$ cat config.mk
export PLATFORM = sky130hd
export DESIGN_NAME = paddle_position_counter
export DESIGN_NICKNAME = d
export VERILOG_FILES = /design/src/rtl/paddle_position_counter_pkg.sv /design/src/rtl/paddle_position_counter_prescaler.sv /design/src/rtl/paddle_position_counter.sv
export SDC_FILE = /design/constraint.sdc
export NUM_CORES = 1
export LEC_CHECK = 0
export CORE_UTILIZATION = 40
export CTS_BUF_LIST = sky130_fd_sc_hd__clkbuf_8
export DETAILED_ROUTE_END_ITERATION = 16
export RECOVER_POWER = 50
export SLEW_MARGIN = 40
export SYNTH_ARGS = -nofsm -noshare
export SYNTH_HDL_FRONTEND = slang
export SYNTH_SLANG_ARGS = --single-unit
$ cat constraint.sdc
create_clock -name clk -period 3.1 [get_ports clk]
set_input_delay 0.62 -clock clk [delete_from_list [all_inputs] [get_ports clk]]
set_output_delay 0.62 -clock clk [all_outputs]
set_load 0.005 [all_outputs]
$ cat src/rtl/paddle_position_counter_pkg.sv
`default_nettype none
// ============================================================================
// Module      : paddle_position_counter_pkg
// Description : Shared definitions for the paddle position counter:
//               control codes from the direction decoder, FSM state encoding
//               and the position width.
// Revision    : 1.0 - initial release
// ============================================================================
package paddle_position_counter_pkg;

  localparam int unsigned POS_W = 10;

  // Control codes produced by the button-to-direction decoder.
  // 2'b11 is illegal and is handled exactly like CTRL_HOLD.
  localparam logic [1:0] CTRL_LEFT  = 2'b00;
  localparam logic [1:0] CTRL_RIGHT = 2'b01;
  localparam logic [1:0] CTRL_HOLD  = 2'b10;

  typedef enum logic [1:0] {
    ST_IDLE = 2'd0,
    ST_MV_L = 2'd1,
    ST_MV_R = 2'd2
  } state_t;

endpackage : paddle_position_counter_pkg
`default_nettype wire

$ cat src/rtl/paddle_position_counter_prescaler.sv
`default_nettype none
// ============================================================================
// Module      : tick_prescaler
// Description : Free-running divider producing a one-cycle strobe every
//               CLK_DIV enabled cycles. Reusable by other game timers.
// Ports       : clk     - system clock
//               rst_n   - synchronous active-low reset
//               i_en    - run enable; low holds the divider, no strobe
//               i_clr   - synchronous clear of the divider to 0
//               o_tick  - high in the cycle where divider == CLK_DIV-1
// Revision    : 1.0 - initial release
// ============================================================================
module tick_prescaler #(
  parameter int unsigned CLK_DIV = 250000
) (
  input  logic clk,
  input  logic rst_n,
  input  logic i_en,
  input  logic i_clr,
  output logic o_tick
);

  localparam int unsigned              c_DIV_W    = (CLK_DIV > 1) ? $clog2(CLK_DIV) : 1;
  localparam logic [c_DIV_W-1:0]       c_DIV_LAST = c_DIV_W'(CLK_DIV - 1);

  logic [c_DIV_W-1:0] r_div;
  logic               w_wrap;

  assign w_wrap = (r_div == c_DIV_LAST);
  // Strobe is suppressed while reset is held so nothing downstream moves.
  assign o_tick = rst_n & i_en & w_wrap;

  always_ff @(posedge clk) begin
    if (!rst_n || i_clr) begin
      r_div <= '0;
    end else if (i_en) begin
      r_div <= w_wrap ? '0 : r_div + 1'b1;
    end
  end

endmodule : tick_prescaler
`default_nettype wire

$ cat src/rtl/paddle_position_counter.sv
`default_nettype none
// ============================================================================
// Module      : paddle_position_counter
// Description : Owns the 10-bit horizontal paddle position. On every
//               prescaler tick the position steps left/right/holds according
//               to the decoder control code, clamped to [POS_MIN, POS_MAX].
//               Optional acceleration (macro PADDLE_ACCEL_EN) doubles the
//               step after ACCEL_TICKS same-direction ticks and quadruples it
//               after 2*ACCEL_TICKS.
// Ports       : clk      - system clock
//               rst_n    - synchronous active-low reset
//               ctrl     - 00 left, 01 right, 10/11 hold
//               en       - run enable (freezes prescaler and position)
//               recenter - return to POS_INIT next cycle (beats a tick)
//               cnt_val  - registered position
//               moving   - registered, high in MV_L / MV_R
//               at_limit - registered, cnt_val at POS_MIN or POS_MAX
//               tick     - one-cycle movement strobe
// Revision    : 1.0 - initial release
// ============================================================================
module paddle_position_counter
  import paddle_position_counter_pkg::*;
#(
  parameter int unsigned CLK_DIV     = 250000,
  parameter int unsigned POS_MIN     = 15,
  parameter int unsigned POS_MAX     = 624,
  parameter int unsigned POS_INIT    = 320,
  parameter int unsigned STEP        = 1,
  parameter int unsigned ACCEL_TICKS = 16
) (
  input  logic             clk,
  input  logic             rst_n,
  input  logic [1:0]       ctrl,
  input  logic             en,
  input  logic             recenter,
  output logic [POS_W-1:0] cnt_val,
  output logic             moving,
  output logic             at_limit,
  output logic             tick
);

  // One extra bit of headroom so left/right steps never wrap before clamping.
  localparam int unsigned          c_AW       = POS_W + 1;
  localparam logic [c_AW-1:0]      c_POS_MIN  = c_AW'(POS_MIN);
  localparam logic [c_AW-1:0]      c_POS_MAX  = c_AW'(POS_MAX);
  localparam logic [POS_W-1:0]     c_POS_INIT = POS_W'(POS_INIT);
  localparam logic                 c_INIT_LIM = (POS_INIT == POS_MIN) || (POS_INIT == POS_MAX);
  localparam int unsigned          c_RUN_MAX  = 2 * ACCEL_TICKS;
  localparam int unsigned          c_RUN_W    = $clog2(c_RUN_MAX + 1);

  state_t              r_state;
  state_t              w_state_nxt;
  logic [POS_W-1:0]    r_pos;
  logic [POS_W-1:0]    w_pos_nxt;
  logic [c_AW-1:0]     w_raw;
  logic [c_AW-1:0]     w_step;
  logic [c_RUN_W-1:0]  w_run_idx;
  logic                r_moving;
  logic                r_at_limit;
  logic                w_tick;

  tick_prescaler #(
    .CLK_DIV (CLK_DIV)
  ) u_prescaler (
    .clk    (clk),
    .rst_n  (rst_n),
    .i_en   (en),
    .i_clr  (recenter),
    .o_tick (w_tick)
  );

  // Next state: only tick cycles sample ctrl; reversal is allowed directly.
  always_comb begin
    w_state_nxt = r_state;
    if (w_tick) begin
      case (ctrl)
        CTRL_LEFT:  w_state_nxt = ST_MV_L;
        CTRL_RIGHT: w_state_nxt = ST_MV_R;
        default:    w_state_nxt = ST_IDLE;
      endcase
    end
  end

`ifdef PADDLE_ACCEL_EN
  // Count of earlier consecutive ticks in the current direction. A tick that
  // continues the same MV_ state uses it; anything else starts from zero.
  logic [c_RUN_W-1:0] r_run;

  always_comb begin
    w_run_idx = '0;
    if ((w_state_nxt == r_state) && (w_state_nxt != ST_IDLE)) begin
      w_run_idx = r_run;
    end
  end

  always_ff @(posedge clk) begin
    if (!rst_n || recenter) begin
      r_run <= '0;
    end else if (w_tick) begin
      if (w_state_nxt == ST_IDLE) begin
        r_run <= '0;
      end else if (w_run_idx == c_RUN_W'(c_RUN_MAX)) begin
        r_run <= w_run_idx;
      end else begin
        r_run <= w_run_idx + 1'b1;
      end
    end
  end
`else
  // Without acceleration the index is constant and the step mux folds away.
  assign w_run_idx = '0;
`endif

  always_comb begin
    w_step = c_AW'(STEP);
    if (w_run_idx >= c_RUN_W'(c_RUN_MAX)) begin
      w_step = c_AW'(4 * STEP);
    end else if (w_run_idx >= c_RUN_W'(ACCEL_TICKS)) begin
      w_step = c_AW'(2 * STEP);
    end
  end

  // Position update. Hold ticks still pass through the clamp so an
  // out-of-range position is pulled back on the next tick.
  always_comb begin
    w_raw     = {1'b0, r_pos};
    w_pos_nxt = r_pos;
    if (w_tick) begin
      case (ctrl)
        CTRL_LEFT:  w_raw = ({1'b0, r_pos} > w_step) ? ({1'b0, r_pos} - w_step) : '0;
        CTRL_RIGHT: w_raw = {1'b0, r_pos} + w_step;
        default:    w_raw = {1'b0, r_pos};
      endcase
      if (w_raw < c_POS_MIN) begin
        w_pos_nxt = c_POS_MIN[POS_W-1:0];
      end else if (w_raw > c_POS_MAX) begin
        w_pos_nxt = c_POS_MAX[POS_W-1:0];
      end else begin
        w_pos_nxt = w_raw[POS_W-1:0];
      end
    end
  end

  always_ff @(posedge clk) begin
    if (!rst_n || recenter) begin
      r_state    <= ST_IDLE;
      r_pos      <= c_POS_INIT;
      r_moving   <= 1'b0;
      r_at_limit <= c_INIT_LIM;
    end else begin
      r_state    <= w_state_nxt;
      r_pos      <= w_pos_nxt;
      r_moving   <= (w_state_nxt != ST_IDLE);
      r_at_limit <= ({1'b0, w_pos_nxt} == c_POS_MIN) || ({1'b0, w_pos_nxt} == c_POS_MAX);
    end
  end

  assign cnt_val  = r_pos;
  assign moving   = r_moving;
  assign at_limit = r_at_limit;
  assign tick     = w_tick;

endmodule : paddle_position_counter
`default_nettype wire

==> run_results.csv <==
group,metric,value,unit
outcome,run_status,"finished clean",
worst_hold_path,timing.hold.worst_path_depth,2,
floorplan,std_cell_rows,26,
sta,final_min_period_over_clock_period,97.5,%
worst_setup_path,cp_cell_sequence,"clkdlybuf4s50_1 > nand4_1 > nor4b_2 > nand2_1 > inv_2 > clkdlybuf4s50_1",
cells_and_area,final_cell_mix,"58 x sky130_fd_sc_hd__buf_4, 41 x sky130_fd_sc_hd__nor2_1, 31 x sky130_fd_sc_hd__dfxtp_1",
synthesis,ys.warnings.count,0,
clock_network,cts_tree,"done",
clock_network,clock-root-buffer,"sky130_fd_sc_hd__clkbuf_8",
clock_network,clock_insertion_delay_worst_skew,0.28,ns
grt,grt_pass1_vias,2171,
floorplan,chipWidth,77.0,microns
floorplan,top_level_ports,19,
synthesis,async_flop_share,0,%
pwr,static-leakage-power,1.16,nW
clock_network,cts.path.max_buffers,2,
worst_setup_path,timing.critical_path.slowest_stage_cell,"sky130_fd_sc_hd__clkdlybuf4s50_1",
route,route.antenna.remaining_nets,0,
synthesis,synth-seq-cells,32,
cells_and_area,fillers,501,
sta,layout_setup_ws,0.0783,ns
grt,grt_start_max_net_pins,15,
route,wirelength,6100,microns
sta,slew_headroom,67.9,%
clock_network,cts-htree-levels,2,
pwr,power,0.894,mW
worst_setup_path,worstReg2RegStart,"cnt_val[5]",
cells_and_area,seq_area,642,sq um
worst_setup_path,rr_worst_depth,12,
route,drt_iter0_markers,118,
grt,grt.total_usage,21.7,%
grt,grt_first_pass_wirelength,10200,microns
clock_network,cts_inserted_buffers,5,
worst_setup_path,cpLargestDelayFamily,"buffers and inverters",
grt,initial_antenna_violation_count,0,
worst_setup_path,crit_fanout,4,
floorplan,core_area,5270,sq um
synthesis,part_of_the_yosys_area_used_for_sequential_elements,28.4,%
pwr,power_per_cell_area,292,nW/um^2
synthesis,mappedNetlistArea,2250,sq um
placement,placement.io_buffers,18,
worst_hold_path,timing.hold.worst.class,"flop to flop",
floorplan,die-area,5930,sq um
placement,dpl.hpwl,4740,microns
worst_setup_path,cp_data_arrival_time,2.40,ns
cells_and_area,layout_commonest_cell,"sky130_fd_sc_hd__buf_4",
clock_network,cts_hold_repair.buffers,0,
synthesis,number_of_enable_flip_flop_cells_after_synthesis,0,
floorplan,start_util,42.7,%
worst_setup_path,critical_path_class,"input pin to primary output",
sta,period_minus_slack,3.02,ns
route,vias_per_cell,5.48,
sta,max_freq,331,MHz
cells_and_area,insertedDiodeCount,0,
sta,worst_pin_slew,0.481,ns
route,drt_drc_violations_left,0,
worst_setup_path,max_stage_delay,0.51,ns
sta,timing.final.hold_violations,0,
clock_network,clkSlewWorstSetupHoldPaths,0.07,ns
sta,final.setup_skew,0.00416,ns
clock_network,cts_sinks,32,
route,drt_pre_antenna_iters,5,
placement,placement.setup.worst_slack,-0.384,ns
worst_setup_path,worst-endpoint-required,2.48,ns
synthesis,syn-num-nets,302,
worst_setup_path,critPathMostFrequentCell,"sky130_fd_sc_hd__clkdlybuf4s50_1",
worst_setup_path,crit-reg2reg-capture,"at_limit",
worst_hold_path,worstHoldStart,"r_state[0]",
placement,gp_routability_congestion,0.851,
cells_and_area,final_nets,370,
floorplan,chipHeight,77.0,microns
synthesis,syn_avg_cell_area,7.71,sq um
route,avgRoutedWirePerCell,14.1,microns
worst_setup_path,worstPathBufferInverterCount,3,
worst_hold_path,min_delay_worst_endpoint,"r_state[0]",
sta,rsz_0062_raised_after_global_routing,"yes",
grt,grt_overflow,0,
flow_run,timing.max_cap.violations,0,
cells_and_area,final_core_util,58.0,%
synthesis,synth_top_flop_cell,"sky130_fd_sc_hd__dfxtp_1",
pwr,vdd_drop_max,0.000229,V
worst_setup_path,worstSetupStartpointType,"input pin",
worst_setup_path,worst-r2r-setup-slack,0.13,ns
synthesis,synth_cell_types,61,
cells_and_area,post_route_cells_drive_above_1_share,26.9,%
worst_setup_path,cp-end-kind,"primary output",
sta,slew_violations,0,
cells_and_area,multiInputGateArea,1570,sq um
route,route.vias.total,2363,
sta,setup_viol_count_final,0,
synthesis,syn_inst,292,
cells_and_area,layout-area-overhead-vs-synth,35.8,%
## cell type report
class | instances | area share [%]
Sequential cell | 32 | 21.0
Timing Repair Buffer | 76 | 19.9
Tap cell | 70 | 2.86
Clock inverter | 3 | 1.39
Multi-Input combinational cell | 234 | 51.2
Clock buffer | 5 | 2.25
Inverter | 11 | 1.35
## Yosys cell counts (4+ instances only)
master	instances	share of area (%)
sky130_fd_sc_hd__a21oi_1	10	2.2
sky130_fd_sc_hd__a22oi_1	5	1.7
sky130_fd_sc_hd__and3_1	7	1.9
sky130_fd_sc_hd__buf_2	5	1.1
sky130_fd_sc_hd__clkbuf_1	7	1.2
sky130_fd_sc_hd__dfxtp_1	32	28
sky130_fd_sc_hd__ha_1	4	2.2
sky130_fd_sc_hd__inv_1	10	1.7
sky130_fd_sc_hd__mux2i_1	4	1.8
sky130_fd_sc_hd__nand2_1	30	5.0
sky130_fd_sc_hd__nand3_1	9	2.0
sky130_fd_sc_hd__nand4_1	8	2.2
sky130_fd_sc_hd__nor2_1	43	7.2
sky130_fd_sc_hd__nor2b_1	4	1.1
sky130_fd_sc_hd__nor3_1	11	2.4
sky130_fd_sc_hd__nor3b_1	4	1.3
sky130_fd_sc_hd__nor4_1	4	1.1
sky130_fd_sc_hd__nor4b_1	4	1.6
sky130_fd_sc_hd__o21ai_0	9	2.0
sky130_fd_sc_hd__xnor2_1	11	4.3
sky130_fd_sc_hd__xor2_1	11	4.3
## repair_timing
| action | in CTS | in global routing |
|---|---|---|
| buffers inserted | 0 | 1 |
| pin swaps | 2 | 6 |
| endpoints found under the setup margin | 3 | 4 |
| gates resized for setup | 7 | 12 |
| endpoints found under the hold margin | 0 | 0 |
## worst max-delay path by stage
stage	cells after the start	end	from
6_report	6	tick	en
5_1_grt	6	tick	en
4_1_cts	6	tick	en
3_5_place_dp	12	at_limit	ctrl[0]
3_3_place_gp	11	at_limit	ctrl[0]
2_1_floorplan	13	at_limit	cnt_val[1]
## layer usage
layer | wire length [microns] | global-route usage, % | vias up
li1 | - | - | 1189
met1 | 3050 | 30.8 | 1107
met2 | 2700 | 33.0 | 61
met3 | 271 | 2.50 | 6
met4 | 80 | 8.68 | 0
met5 | 0 | 0 | -
## cell families after synthesis
family	synth area share, %
simple gates	34.1
flops	28.4
xor+xnor	8.56
compound gates	19.2
mux	2.28
fa+ha+maj	2.22
buf+inv	5.28
## worst register-to-register path, stage by stage, from the launching register on
cell and delay [ns]:
sky130_fd_sc_hd__dfxtp_1 0.31, sky130_fd_sc_hd__or4_4 0.58, sky130_fd_sc_hd__nor4_4 0.20, sky130_fd_sc_hd__buf_4 0.16, sky130_fd_sc_hd__nor3_1 0.04, sky130_fd_sc_hd__a221o_1 0.31
sky130_fd_sc_hd__a311oi_2 0.36, sky130_fd_sc_hd__a31oi_2 0.16, sky130_fd_sc_hd__buf_4 0.18, sky130_fd_sc_hd__a22o_4 0.22, sky130_fd_sc_hd__nor3b_1 0.14, sky130_fd_sc_hd__nand4_1 0.12
sky130_fd_sc_hd__o41ai_2 0.07
## registers in the layout (all words and copies together), names as in the netlist
| register | cells |
|---|---|
| cnt_val | 10 |
| moving | 1 |
| r_state | 2 |
| at_limit | 1 |
| u_prescaler.r_div | 18 |
## through the flow
step                      hold WS (ns)  std cells  area, sq um  TNS, ns
after floorplan                  0.447        292         2250        0
after global placement           0.460        422         2870    -1.99
after detailed placement         0.471        422         2870    -2.16
after CTS                        0.489        430         3010        0
after global routing             0.516        431         3060  -0.0901
final                            0.480        431         3060        0
## power breakdown
group          switching [mW]  internal, mW  total [mW]
registers            0.000905         0.412       0.413
logic                  0.0436        0.0429      0.0865
clock network           0.157         0.238       0.395
total                   0.202         0.692       0.894
(Power assumes the default switching activity.)
==> RTL edit 1 (config.mk and constraints unchanged) <==
Add a define of `PADDLE_ACCEL_EN`.
--- a/src/rtl/paddle_position_counter.sv
+++ b/src/rtl/paddle_position_counter.sv
@@ -18,6 +18,8 @@
 //               tick     - one-cycle movement strobe
 // Revision    : 1.0 - initial release
 // ============================================================================
+`define PADDLE_ACCEL_EN
+
 module paddle_position_counter
   import paddle_position_counter_pkg::*;
 #(
Behaviour: same outputs for any inputs over 10 cycles, from zero or initial values; that may be too few to reach the edited logic, so the function may still have changed.
==> RTL edit 1 against the original RTL <==
  * The run now ends with negative setup slack left
  * Final area grew 46%
  * Highest routed layer unchanged
  * Sequential cell count up 6
  * Critical path depth up 12
  * Routed wire length grew 57%
  * Setup slack got worse by 1200 ps
  * Total power increased by 7.3%
  * Synthesized area rose by 27%
  * Non-clock buffer count increased by 61
==> RTL edit 1: results (changes against the original RTL) <==
* Setup violators final at 12 (+12)
* Largest net degree at the start of global routing at 18 (+3)
* HPWL Detailed at 7200 um (+52%)
* Failing checks: negative setup slack
* Max IR drop VDD at 0.340 mV (+49%)
* Crit-path slowest cell: or4b_4
* Post CTS Setup Buffer Count at 8 (+8)
* Outcome: finished, violations left
* Share of cells above drive strength 1 at 37.2% (+10 points)
* Post-CTS sizing at 20 (+13)
* Clk_skew at 4.35 ps (+0.194 ps)
* Wirelength per Cell at 16.0 um (+13%)
* Maximum fanout along the worst path at 5 (+1)
* Synth Area in Compound Gates at 23.2% (+4.1 points)
* First-pass iteration count of the detailed router at 4 (-1)
* Leakage power at 1.79 nW (+54%)
* Place WS at -1610 ps (-1230 ps)
* Sequential share of the synthesized area at 26.6% (-1.8 points)
* Hold Path End: r_run[1]
* Vias per std cell at 5.52 (+0.70%)
* Relative slew slack at 52.5% (-15 points)
* Synth unique cells at 65 (+6.6%)
* Final hold slack at 494 ps (+14.2 ps)
* PnR worst setup slack at -1100 ps (-1180 ps)
* R2R depth at 18 (+6)
* RD Place Congestion at 0.926 (+8.8%)
* Tot GR Track Use at 26.9% (+5.2 points)
* Worst R2R Start: u_prescaler.r_div[4]
* Via count at 3318 (+40%)
RTL edit 1: cell count changes after synthesis, moves of 5 or more:
cell and change:
o211ai_1 +5, ha_1 +6, or4_1 +5, clkbuf_1 +7
o21ai_0 +17, nor2_1 +7, dfxtp_1 +6, or3_1 +5
a21oi_1 +20, xnor2_1 -5
RTL edit 1: critical path: cells and delay by family (launching register included):
| family | cells | cell delay (ps) |
|---|---|---|
| AO/OA/AOI/OAI | 5 | 1130 |
| multiplexers | 1 | 120 |
| adder cells (fa/ha/maj) | 1 | 270 |
| buffers and inverters | 4 | 570 |
| AND/OR/NAND/NOR | 7 | 1710 |
| flip-flops | 1 | 320 |
RTL edit 1: where the power goes:
group | switching [mW] | internal, mW | leakage (nW)
Combinational | 0.0649 | 0.0565 | 1.43
Sequential | 0.000475 | 0.489 | 0.307
Clock | 0.172 | 0.176 | 0.0524
Total | 0.238 | 0.721 | 1.79
RTL edit 1: cell type report:
class	instances	area, um2
clock buffers	6	82.6
clock inverters	2	8.76
fillers	597	2380
inverters	12	45.0
multi-input cells	310	2350
flip-flops and latches	38	763
well taps	96	120
repair buffers	137	1080
RTL edit 1: worst max-delay path by stage:
stage / endpoint / slack, ps / start / cells past startpoint
4_1_cts: at_limit / -1050 / u_prescaler.r_div[4] / 18
5_1_grt: at_limit / -1270 / u_prescaler.r_div[4] / 18
3_5_place_dp: at_limit / -1610 / en / 17
2_1_floorplan: at_limit / -910 / en / 16
6_report: at_limit / -1100 / u_prescaler.r_div[4] / 18
3_3_place_gp: at_limit / -1460 / en / 17
RTL edit 1: routing by layer:
layer | GRT usage, % | part of all wire, % | vias up
li1 | - | - | 1643
met1 | 31.3 | 42 | 1557
met2 | 48.3 | 50 | 88
met3 | 3.81 | 4.4 | 30
met4 | 13.0 | 3.0 | 0
met5 | 0 | 0 | -
==> RTL edit 2 (same flow settings) <==
Without the edit above. Compare `r_div` against `c_DIV_LAST` with >= in place of ==.
--- a/src/rtl/paddle_position_counter_prescaler.sv
+++ b/src/rtl/paddle_position_counter_prescaler.sv
@@ -26,7 +26,7 @@
   logic [c_DIV_W-1:0] r_div;
   logic               w_wrap;
 
-  assign w_wrap = (r_div == c_DIV_LAST);
+  assign w_wrap = (r_div >= c_DIV_LAST);
   // Strobe is suppressed while reset is held so nothing downstream moves.
   assign o_tick = rst_n & i_en & w_wrap;
 
Formal check against the unedited RTL: no difference found for any inputs over 10 cycles, from zero or initial values; that may be too few to reach the edited logic, so the function may still have changed.
==> RTL edit 2 against the original RTL <==
  * Utilization up 0.43 points
  * Total power down 2.3%
  * Largest power group unchanged
  * Final area grew 0.74%
  * Non-clock buffer count shrank 3
  * Via count rose by 5.7%
  * Sequential cell count unchanged
  * Synthesized area down 0.11%
  * Clock skew grew 2.8 ps
  * Routed wire length increased by 6.8%
  * Setup slack better by 2.3 ps
  * Critical endpoint is now at_limit
==> RTL edit 2: results (changes against the original RTL) <==
* Outcome: completed
* Top cells by count, synth: 44 x nor2_1, 32 x dfxtp_1, 24 x nand2_1
* Worst R2R Start: cnt_val[4]
* Post-route insts no fill at 436 (+1.2%)
* Largest net degree at the start of global routing at 19 (+4)
* CP peak stage delay at 610 ps (+100 ps)
* Share of cells above drive strength 1 at 26.0% (-0.91 points)
* Min-delay src: u_prescaler.r_div[17]
* Synthesized Nets at 312 (+3.3%)
* Hold Path End: u_prescaler.r_div[17]
* Max IR drop VDD at 0.301 mV (+32%)
* R2r setup slk at 80 ps (-50 ps)
* Wirelength per Cell at 14.9 um (+5.5%)
* Tot GR Track Use at 22.2% (+0.52 points)
* Met3 usage at 2.98% (+0.48 points)
* Final hold slack at 478 ps (-2.11 ps)
* Mapped Avg Cell Area at 7.45 um2 (-3.4%)
* Placed Area at 2820 um2 (-1.8%)
* First-pass GRT wire length at 10600 um (+4.0%)
* Seq pwr share at 47.2% (+1.0 points)
* Leakage power at 1.19 nW (+2.7%)
* Crit-path slowest cell: or4_4
* Synth unique cells at 60 (-1.6%)
* Worst Path Arrival at 3230 ps (+830 ps)
* Cell Pwr Density at 284 nW/um2 (-3.0%)
* Maximum fanout along the worst path at 6 (+2)
* Place WS at -529 ps (-146 ps)
* Synthesis warning total at 0 (unchanged)
* CTS H-tree lvls at 2 (unchanged)
* RD Place Congestion at 0.921 (+8.2%)
* Via count at 2498 (+5.7%)
* Least-Margin Pin Slew at 563 ps (+81.9 ps)
* Net count, final at 375 (+1.4%)
* Sequential share of the synthesized area at 28.5% (+0.032 points)
* Period Utilization, post-route at 97.4% (about the same)
* CTS Buffer Depth at 2 (unchanged)
* Top area cells in the synthesized netlist: dfxtp_1 28%, nor2_1 7.3%, a21oi_1 4.9%, xor2_1 4.3%, nand2_1 4.0%
* Vias in the first global route at 2239 (+3.1%)
* Fill cell count at 500 (-0.20%)
* HPWL Detailed at 4680 um (-1.4%)
* Mux contribution to synthesized area at 0.945% (-1.3 points)
* Internal power at 0.682 mW (-1.5%)
* Clk_skew at 6.99 ps (+2.84 ps)
* XOR/XNOR Fraction of Synth Area at 7.40% (-1.2 points)
* Initial DRC count at 202 (+71%)
* Clock share of power at 43.8% (-0.4 points)
* R2R depth at 10 (-2)
* Synth Area in Compound Gates at 20.4% (+1.2 points)
* Adder-Cell Fraction of Synth Area at 2.22% (+0.0025 points)
[RTL edit 2: cell count changes after synthesis, moves of 4 or more]
cell	before	now
o211ai_1	0	4
a21oi_1	10	22
buf_2	5	0
clkbuf_1	7	14
nand2_1	30	24
or3_1	3	7
nand3_1	9	17
[RTL edit 2: cell families after synthesis]
kind of cell	Yosys count
buffers and inverters	25
AOI/OAI and AO/OA	69
muxes	2
and+or+nand+nor	151
adders and majority gates	4
DFF	32
xor gates and xnor gates	19
[RTL edit 2: how the worst max path moves through the flow]
stage / from / end / cells after the start
2_1_floorplan: ctrl[0] / at_limit / 11
3_3_place_gp: ctrl[0] / at_limit / 11
3_5_place_dp: ctrl[0] / at_limit / 11
4_1_cts: ctrl[0] / at_limit / 11
5_1_grt: cnt_val[1] / at_limit / 12
6_report: cnt_val[4] / at_limit / 10
[RTL edit 2: area by class of cell]
class / count / area [um2] / area share (%)
clock buffer: 5 / 68.8 / 2.23
clock inverter: 3 / 38.8 / 1.26
inverter: 8 / 30.0 / 0.975
multi-input combinational: 245 / 1630 / 53.0
sequential: 32 / 642 / 20.8
tap: 70 / 87.6 / 2.84
timing repair buffer: 73 / 579 / 18.8
[RTL edit 2: critical path, delay by kind of cell (launching register included)]
family | cells | cell delay, ps
flip-flops | 1 | 310
AND/OR/NAND/NOR | 6 | 2030
AO/OA/AOI/OAI | 3 | 430
buffers and inverters | 1 | 180
[RTL edit 2: layer usage]
metal  part of all wire [%]  wire length, um
met5                      0                0
met4                    2.9              187
met3                    5.2              337
met2                     47             3060
met1                     45             2920
[RTL edit 2: timing repair]
action	in CTS	in global routing
pin swaps	5	16
buffers inserted	1	5
gates resized for setup	7	25
setup endpoints to repair	1	2
